[src/rtl/grid_pkg.sv]
// Shared grid geometry and seeder FSM encoding.
package grid_pkg;
    localparam int GRID_W = 64;
    localparam int GRID_H = 48;
    localparam int WORD_W = 8;
    localparam int WORDS  = GRID_W * GRID_H / WORD_W;
    localparam int ADDR_W = (WORDS > 1) ? $clog2(WORDS) : 1;

    typedef enum logic [1:0] {
        ST_IDLE,
        ST_FILL,
        ST_WRITE,
        ST_DONE
    } state_e;
endpackage

[src/rtl/grid_seeder_if.sv]
// Grid-RAM write port: request, address and packed word, with ready back-pressure.
interface grid_seeder_if #(
    parameter int ADDR_W = 9,
    parameter int WORD_W = 8
);
    logic              o_wr_en;
    logic [ADDR_W-1:0] o_wr_addr;
    logic [WORD_W-1:0] o_wr_data;
    logic              i_wr_ready;

    modport master (output o_wr_en, output o_wr_addr, output o_wr_data, input i_wr_ready);
    modport slave  (input o_wr_en, input o_wr_addr, input o_wr_data, output i_wr_ready);
endinterface

[src/rtl/grid_seeder_bit_packer.sv]
// Serial-in shift register: first bit shifted in ends at bit 0 after WORD_W shifts.
module bit_packer #(
    parameter int WORD_W = 8
) (
    input  logic              i_clk,
    input  logic              i_rst,
    input  logic              i_clr,
    input  logic              i_shift,
    input  logic              i_bit,
    output logic [WORD_W-1:0] o_word,
    output logic              o_full
);
    localparam int CNT_W = $clog2(WORD_W + 1);

    logic [CNT_W-1:0]  cnt_q, cnt_d;
    logic [WORD_W-1:0] word_q, word_d;

    always_comb begin
        cnt_d  = cnt_q;
        word_d = word_q;
        if (i_clr) begin
            cnt_d = '0;
        end else if (i_shift) begin
            word_d = {i_bit, word_q[WORD_W-1:1]};
            cnt_d  = cnt_q + 1'b1;
        end
    end

    always_ff @(posedge i_clk) begin
        if (i_rst) begin
            cnt_q  <= '0;
            word_q <= '0;
        end else begin
            cnt_q  <= cnt_d;
            word_q <= word_d;
        end
    end

    // Asserted on the shift that completes the word, so the FSM leaves FILL without a bubble.
    assign o_full = i_shift && !i_clr && (cnt_q == CNT_W'(WORD_W - 1));
    assign o_word = word_q;
endmodule

[src/rtl/grid_seeder.sv]
// Fills the grid RAM with random cells, one packed word at a time.
module grid_seeder #(
    parameter int GRID_W = grid_pkg::GRID_W,
    parameter int GRID_H = grid_pkg::GRID_H,
    parameter int WORD_W = grid_pkg::WORD_W,
    parameter int ADDR_W = grid_pkg::ADDR_W
) (
    input  logic          i_clk,
    input  logic          i_rst,
    input  logic          i_rnd,
    input  logic          i_start,
    input  logic          i_abort,
    grid_seeder_if.master wr_if,
    output logic          o_busy,
    output logic          o_done
);
    import grid_pkg::*;

    localparam int LAST = GRID_W * GRID_H / WORD_W - 1;

    state_e            state_q, state_d;
    logic [ADDR_W-1:0] addr_q, addr_d;
    logic              pk_clr, pk_shift, pk_full;
    logic [WORD_W-1:0] pk_word;

    bit_packer #(.WORD_W(WORD_W)) u_packer (
        .i_clk   (i_clk),
        .i_rst   (i_rst),
        .i_clr   (pk_clr),
        .i_shift (pk_shift),
        .i_bit   (i_rnd),
        .o_word  (pk_word),
        .o_full  (pk_full)
    );

    always_comb begin
        state_d  = state_q;
        addr_d   = addr_q;
        pk_clr   = 1'b0;
        pk_shift = 1'b0;
        unique case (state_q)
            ST_IDLE: begin
                if (i_start && !i_abort) begin
                    state_d = ST_FILL;
                    addr_d  = '0;
                    pk_clr  = 1'b1;
                end
            end
            ST_FILL: begin
                if (i_abort) begin
                    state_d = ST_IDLE;
                end else begin
                    pk_shift = 1'b1;
                    if (pk_full) state_d = ST_WRITE;
                end
            end
            ST_WRITE: begin
                // An accept coinciding with abort is already written; abort just stops here.
                if (i_abort) begin
                    state_d = ST_IDLE;
                end else if (wr_if.i_wr_ready) begin
                    if (addr_q == ADDR_W'(LAST)) begin
                        state_d = ST_DONE;
                    end else begin
                        state_d = ST_FILL;
                        addr_d  = addr_q + 1'b1;
                        pk_clr  = 1'b1;
                    end
                end
            end
            ST_DONE: state_d = ST_IDLE;
            default: state_d = ST_IDLE;
        endcase
    end

    always_ff @(posedge i_clk) begin
        if (i_rst) begin
            state_q <= ST_IDLE;
            addr_q  <= '0;
        end else begin
            state_q <= state_d;
            addr_q  <= addr_d;
        end
    end

    assign wr_if.o_wr_en   = (state_q == ST_WRITE);
    assign wr_if.o_wr_addr = addr_q;
    assign wr_if.o_wr_data = pk_word;
    assign o_busy          = (state_q != ST_IDLE);
    assign o_done          = (state_q == ST_DONE);
endmodule
[src/flat_wrapper.sv]
// flat-port wrapper written by rule: the top's interface ports become plain ports
module grid_seeder_flat import grid_pkg::*;
#(
    parameter int GRID_W = grid_pkg::GRID_W,
    parameter int GRID_H = grid_pkg::GRID_H,
    parameter int WORD_W = grid_pkg::WORD_W,
    parameter int ADDR_W = grid_pkg::ADDR_W
)
  (i_clk, i_rst, i_rnd, i_start, i_abort, o_busy, o_done, wr_if_o_wr_en, wr_if_o_wr_addr, wr_if_o_wr_data, wr_if_i_wr_ready);
  grid_seeder_if #(.ADDR_W(ADDR_W), .WORD_W(WORD_W)) wr_if_i ();
  input  logic i_clk;
  input  logic i_rst;
  input  logic i_rnd;
  input  logic i_start;
  input  logic i_abort;
  output logic o_busy;
  output logic o_done;
  output wire logic [$bits(wr_if_i.o_wr_en)-1:0] wr_if_o_wr_en;
  output wire logic [$bits(wr_if_i.o_wr_addr)-1:0] wr_if_o_wr_addr;
  output wire logic [$bits(wr_if_i.o_wr_data)-1:0] wr_if_o_wr_data;
  input wire logic [$bits(wr_if_i.i_wr_ready)-1:0] wr_if_i_wr_ready;
  assign wr_if_o_wr_en = wr_if_i.o_wr_en;
  assign wr_if_o_wr_addr = wr_if_i.o_wr_addr;
  assign wr_if_o_wr_data = wr_if_i.o_wr_data;
  assign wr_if_i.i_wr_ready = wr_if_i_wr_ready;
  grid_seeder #(.GRID_W(GRID_W), .GRID_H(GRID_H), .WORD_W(WORD_W), .ADDR_W(ADDR_W)) u_core (.i_clk(i_clk), .i_rst(i_rst), .i_rnd(i_rnd), .i_start(i_start), .i_abort(i_abort), .wr_if(wr_if_i), .o_busy(o_busy), .o_done(o_done));
endmodule
[config.mk]
export PLATFORM = sky130hd
export DESIGN_NAME = grid_seeder_flat
export DESIGN_NICKNAME = d
export VERILOG_FILES = /design/src/rtl/grid_pkg.sv /design/src/rtl/grid_seeder_if.sv /design/src/rtl/grid_seeder_bit_packer.sv /design/src/rtl/grid_seeder.sv /design/src/flat_wrapper.sv
export SDC_FILE = /design/constraint.sdc
export NUM_CORES = 1
export LEC_CHECK = 0
export CAP_MARGIN = 5
export CORE_ASPECT_RATIO = 0.7
export CORE_UTILIZATION = 40
export CTS_BUF_LIST = sky130_fd_sc_hd__clkbuf_4
export DETAILED_ROUTE_END_ITERATION = 10
export GPL_TIMING_DRIVEN = 0
export PLACE_DENSITY = 0.64
export SLEW_MARGIN = 20
export SYNTH_ARGS = -nofsm -noshare
export SYNTH_HDL_FRONTEND = slang
export SYNTH_SLANG_ARGS = --single-unit
export TNS_END_PERCENT = 10
[constraint.sdc]
create_clock -name i_clk -period 2 [get_ports i_clk]
set_clock_uncertainty 0.1 [all_clocks]
set_input_delay 0.6 -clock i_clk [delete_from_list [all_inputs] [get_ports i_clk]]
set_output_delay 0.6 -clock i_clk [all_outputs]
set_load 0.05 [all_outputs]
== After elaboration in Yosys (flattened, before gate mapping) ==
Index checks and enable logic that the tools add are counted.
Widths: inputs -> output; s select.
Storage, ports and cells
  register bits after elaboration: 23
  input port bits: 6
  output and inout port bits: 20
  word-level logic and storage cells: 49
Operators by class
  add/subtract/negate cells: 2
  equal/unequal tests: 11
  muxes and demuxes: 19
  bitwise operators: 1
  reduce and logical (&&, ||, !) cells: 12
Operator list (count)
  $mux 9: 4
  $pmux 9 s2: 1
  $mux 2: 6
  $add 9x1->9 const B: 1
  $eq 9x9->1 const B: 1
  $pmux 2 s4: 1
  $mux 1: 6
  $ne 3x2->1 const B: 2
  $reduce_and 5->1: 1
  $add 4x1->4 const B: 1
  $eq 2x2->1 const B: 2
  $eq 4x3->1 const B: 1
  $ne 2x1->1 const B: 2
  $ne 2x2->1 const B: 2
  $reduce_bool 2->1: 2
  $logic_and 1x1->1: 3
  $reduce_and 3->1: 1
  $eq 2x1->1 const B: 1
  $logic_not 1->1: 2
  $logic_not 2->1: 1
  $pmux 1 s2: 1
  $reduce_and 2->1: 1
  $reduce_or 2->1: 1
  $not 1->1: 1

== Logic depth before layout (Yosys ltp) ==
  word-level depth: 11
  depth in mapped cells: 6
  depth with buffers taken out: 5

== By module ==
Synthesis repeated with hierarchy kept, for this count alone.
Second synthesis, totals
  cell total of the unflattened synthesis: 128
  area, all modules: 1114.8 um^2
By module, submodules not included
  grid_seeder: instances 1, cells each 74, area each 651.9 um^2, sequential area each 220.2 um^2
  bit_packer: instances 1, cells each 54, area each 462.9 um^2, sequential area each 240.2 um^2

== Least setup slack after synthesis ==
Ideal clock, no wire load.
  path type: flip-flop to flip-flop
  from: register u_core.addr_q[1], in the netlist u_core.wr_if.o_wr_addr[1]
  to: register u_core.addr_q[0], in the netlist u_core.wr_if.o_wr_addr[0]
  library setup time: 0.086 ns
  arrival time: 1.796 ns
  data required time: 1.814 ns
  setup slack: 0.019 ns
  stages on the path, launching flop included: 7
  buffers on the path: 1
  clock period less this slack: 1.981 ns
  cells stage by stage: dfxtp_1 ha_1 nand4b_1 o211ai_2 buf_2 a21oi_1 a211oi_1
On the way
  longest elaborated chain between the ends: 3
RTL lines
  from (decl): line grid_seeder.sv:22  | logic [ADDR_W-1:0] addr_q, addr_d;
  from (signal assigned): line grid_seeder.sv:82  | addr_q <= addr_d;
  $eq 9x9->1: line grid_seeder.sv:62  | if (addr_q == ADDR_W'(LAST)) begin
  $ne 2x2->1 (no source line)
  $reduce_and 5->1 (no source line)
Every way passes these cells.
A chain may end at the register's enable or synchronous reset.

== Final worst setup path ==
  from: register u_core.addr_q[4], in the netlist u_core.wr_if.o_wr_addr[4]
  to: output wr_if_o_wr_addr[4]
RTL lines
  to (decl): line flat_wrapper.sv:19  | output wire logic [$bits(wr_if_i.o_wr_addr)-1:0] wr_if_o_wr_addr;
No word-level cell between the ends.

==> reports/metrics.cfg <==
[outcome]
status = complete, no violations

[pwr]
irDropWorstVdd_v = 0.000472
p_leak_nw = 0.560
seqPwrFrac_pct = 62.3
power.switching_mw = 0.181
p_int_mw = 0.560
clockPowerShare_pct = 28.7
combPwrFrac_pct = 9.0
switching_share_pct = 24.4
power.density_mw_per_mm2 = 518

[yosys]
ys_top_cells_by_count = nand2_1, dfxtp_1, a21oi_1
syn_area_mm2 = 0.00112
ys_ff_latch = 23
synth.area.top_cells = dfxtp_1, nand2_1, a21oi_1
seq_area_frac_synth_pct = 41.1
ys_types = 33
yosysMostFrequentCell = nand2_1
syn_area_per_cell_um2 = 8.49
synth.top_cell.area_share_pct = 41.1
netlist_instances = 132
synth_nets = 140
ys_warn_count = 0
synth_top_area_cell = dfxtp_1
synth_edf_count = 0
synthFlopType = dfxtp_1
async_flop_share_pct = 0

[global_route]
grt_pass1_wl_um = 4020
grt_max_degree = 14
grt_pass1_vias = 812
grt-ovfl-total = 0
antenna_found_initial = 0
grt.total_usage_pct = 18.0

[route]
firstDrtPassIters = 4
num_vias = 1010
postRouteAntennaNets = 0
routed_wl_um = 2490
avgViaCountPerCell = 5.13
drc_errors = 0
wl_per_cell_um = 12.7
drt_iter0_markers = 56

[floorplan]
ios = 26
start_util_pct = 43.9
coreArea_mm2 = 0.00255
die_width_um = 65.3
fp.dieH_um = 46.3
rows = 15
dieArea_mm2 = 0.00302

[timing]
rsz0062_at_grt = true
max_freq_ghz = 0.505
fin_crit_sh_pct = 99.1
hold_ws_ns = 0.371
fin_setup_tns_ns = 0
tightest_slew_ns = 0.506
maxSlewHeadroom_pct = 66.4
maxSlewViolCount = 0
period_minus_slack_ns = 1.98
finalHoldViolCount = 0
setup_viol = 0

[cts]
htreeDepth = 1
numClockSinks = 23
cts_tree = built
postCtsHoldBufs = 0
cts_made_buffers = 3
path_clk_slew_ns = 0.12
clockBufferDepth = 2
root_buffer = clkbuf_4
insertion_delay_ns = 0.31

[finish]
area_growth_syn_to_layout_pct = 27.7
drive_above_1_share_pct = 16.0
layout.nets = 172
antenna_cells = 0

[worst_setup_path]
path_buf_inv = 1
crit_family = buffers and inverters
critPathLaunchType = flip-flop
worstSetupPathType = flip-flop to output port
cp_slowest_stage_delay_ns = 0.53
critPathCaptureType = output port
critPathSlowestCell = clkdlybuf4s15_1
timing.rr.end = u_core.wr_if.o_wr_addr[0]
startpoint = u_core.wr_if.o_wr_addr[4]
critPathRequiredTime_ns = 1.30
reg2reg_depth = 6
rrSetupSlack_ns = 0.18
worstPathArrival_ns = 1.28
path_cells = clkdlybuf4s15_1
path_max_fanout = 6
r2r-start = u_core.wr_if.o_wr_addr[1]

[place]
place_congestion = 0.839
hpwl_um = 1890
port_buffers = 25

[worst_hold_path]
min_to = u_core.u_packer.o_word[0]
min_path_type = flip-flop to flip-flop
hp-start = u_core.u_packer.o_word[0]
holdPathStages = 2

[flow_run]
drv_cap = 0

[stage by stage]
stage / total power [mW] / instance area, µm² / cells / setup slack [ns] / util [%]
after CTS: 0.750 / 1430 / 195 / 0.00274 / 55.9
after global routing: 0.773 / 1430 / 197 / -0.0361 / 56.1
final: 0.741 / 1430 / 197 / 0.0180 / 56.1
after floorplan: 0.513 / 1120 / 132 / 0.0188 / -
after detailed placement: 0.540 / 1410 / 191 / -0.489 / 55.4
after global placement: 0.539 / 1410 / 191 / -0.497 / 55.4
[cells in the final DEF, fill, tap and decap left out, drive strengths merged, types with 2 or more instances in the layout]
master and instances:
nand2 31, dfxtp 23, a21oi 15, dlygate4sd2 10
clkbuf 10, buf 7, nor2 6, clkdlybuf4s15 6
mux2i 5, nand3 5, nand2b 4, o2111ai 4
and2 3, inv 3, nand4 3, clkdlybuf4s50 3
or2 2, xor2 2, a2111o 2, ha 2
nor3b 2, a211oi 2
[flip-flops by register name, summed over array words and instances, names as in the netlist]
register,cells
u_core.u_packer.cnt_q,4
u_core.state_q,2
u_core.u_packer.o_word,8
u_core.wr_if.o_wr_addr,9
[how the worst max path moves through the flow]
stage | endpoint | depth (start not counted)
2_1_floorplan | u_core.wr_if.o_wr_addr[0] | 6
3_3_place_gp | u_core.u_packer.cnt_q[0] | 6
3_5_place_dp | u_core.u_packer.cnt_q[3] | 6
4_1_cts | wr_if_o_wr_addr[3] | 1
5_1_grt | wr_if_o_wr_addr[4] | 1
6_report | wr_if_o_wr_addr[4] | 1
[layout make-up]
cell class                 count  area, µm²
buffer                         6       42.5
clock buffer                   3       22.5
clock inverter                 1       5.00
fill                         264       1120
inverter                       3       11.3
multi-input combinational    100        621
sequential                    23        463
tap                           34       42.5
timing repair buffer          27        224
[power by group through the flow]
stage / combinational, mW / sequential, mW / clock, mW
3_5_place_dp: 0.0680 / 0.472 / 0
6_report: 0.0667 / 0.462 / 0.212
5_1_grt: 0.0730 / 0.463 / 0.237
2_1_floorplan: 0.0393 / 0.474 / 0
3_3_place_gp: 0.0671 / 0.472 / 0
4_1_cts: 0.0663 / 0.462 / 0.222
[what timing repair did]
| item | CTS | global route |
|---|---|---|
| pin swaps | 0 | 1 |
| setup endpoints to repair | 39 | 23 |
| resized for setup | 37 | 16 |
| endpoints found under the hold margin | 0 | 0 |
| buffers inserted | 0 | 2 |
[logic make-up after synthesis]
| kind of cell | synth area share (%) |
|---|---|
| AOI/OAI and AO/OA | 17.0 |
| xor gates and xnor gates | 2.34 |
| adders and majority gates | 2.23 |
| buffers and inverters | 4.46 |
| DFF | 41.1 |
| muxes | 4.46 |
| and+or+nand+nor | 28.5 |
[layer usage]
metal	track usage, %	part of all wire (%)	up-vias
met5	0	0	-
met4	3.91	0.40	0
met1	27.8	55	462
met3	5.69	4.3	2
li1	-	-	529
met2	23.7	40	17
No activity file was read; power rests on OpenSTA's default activity.
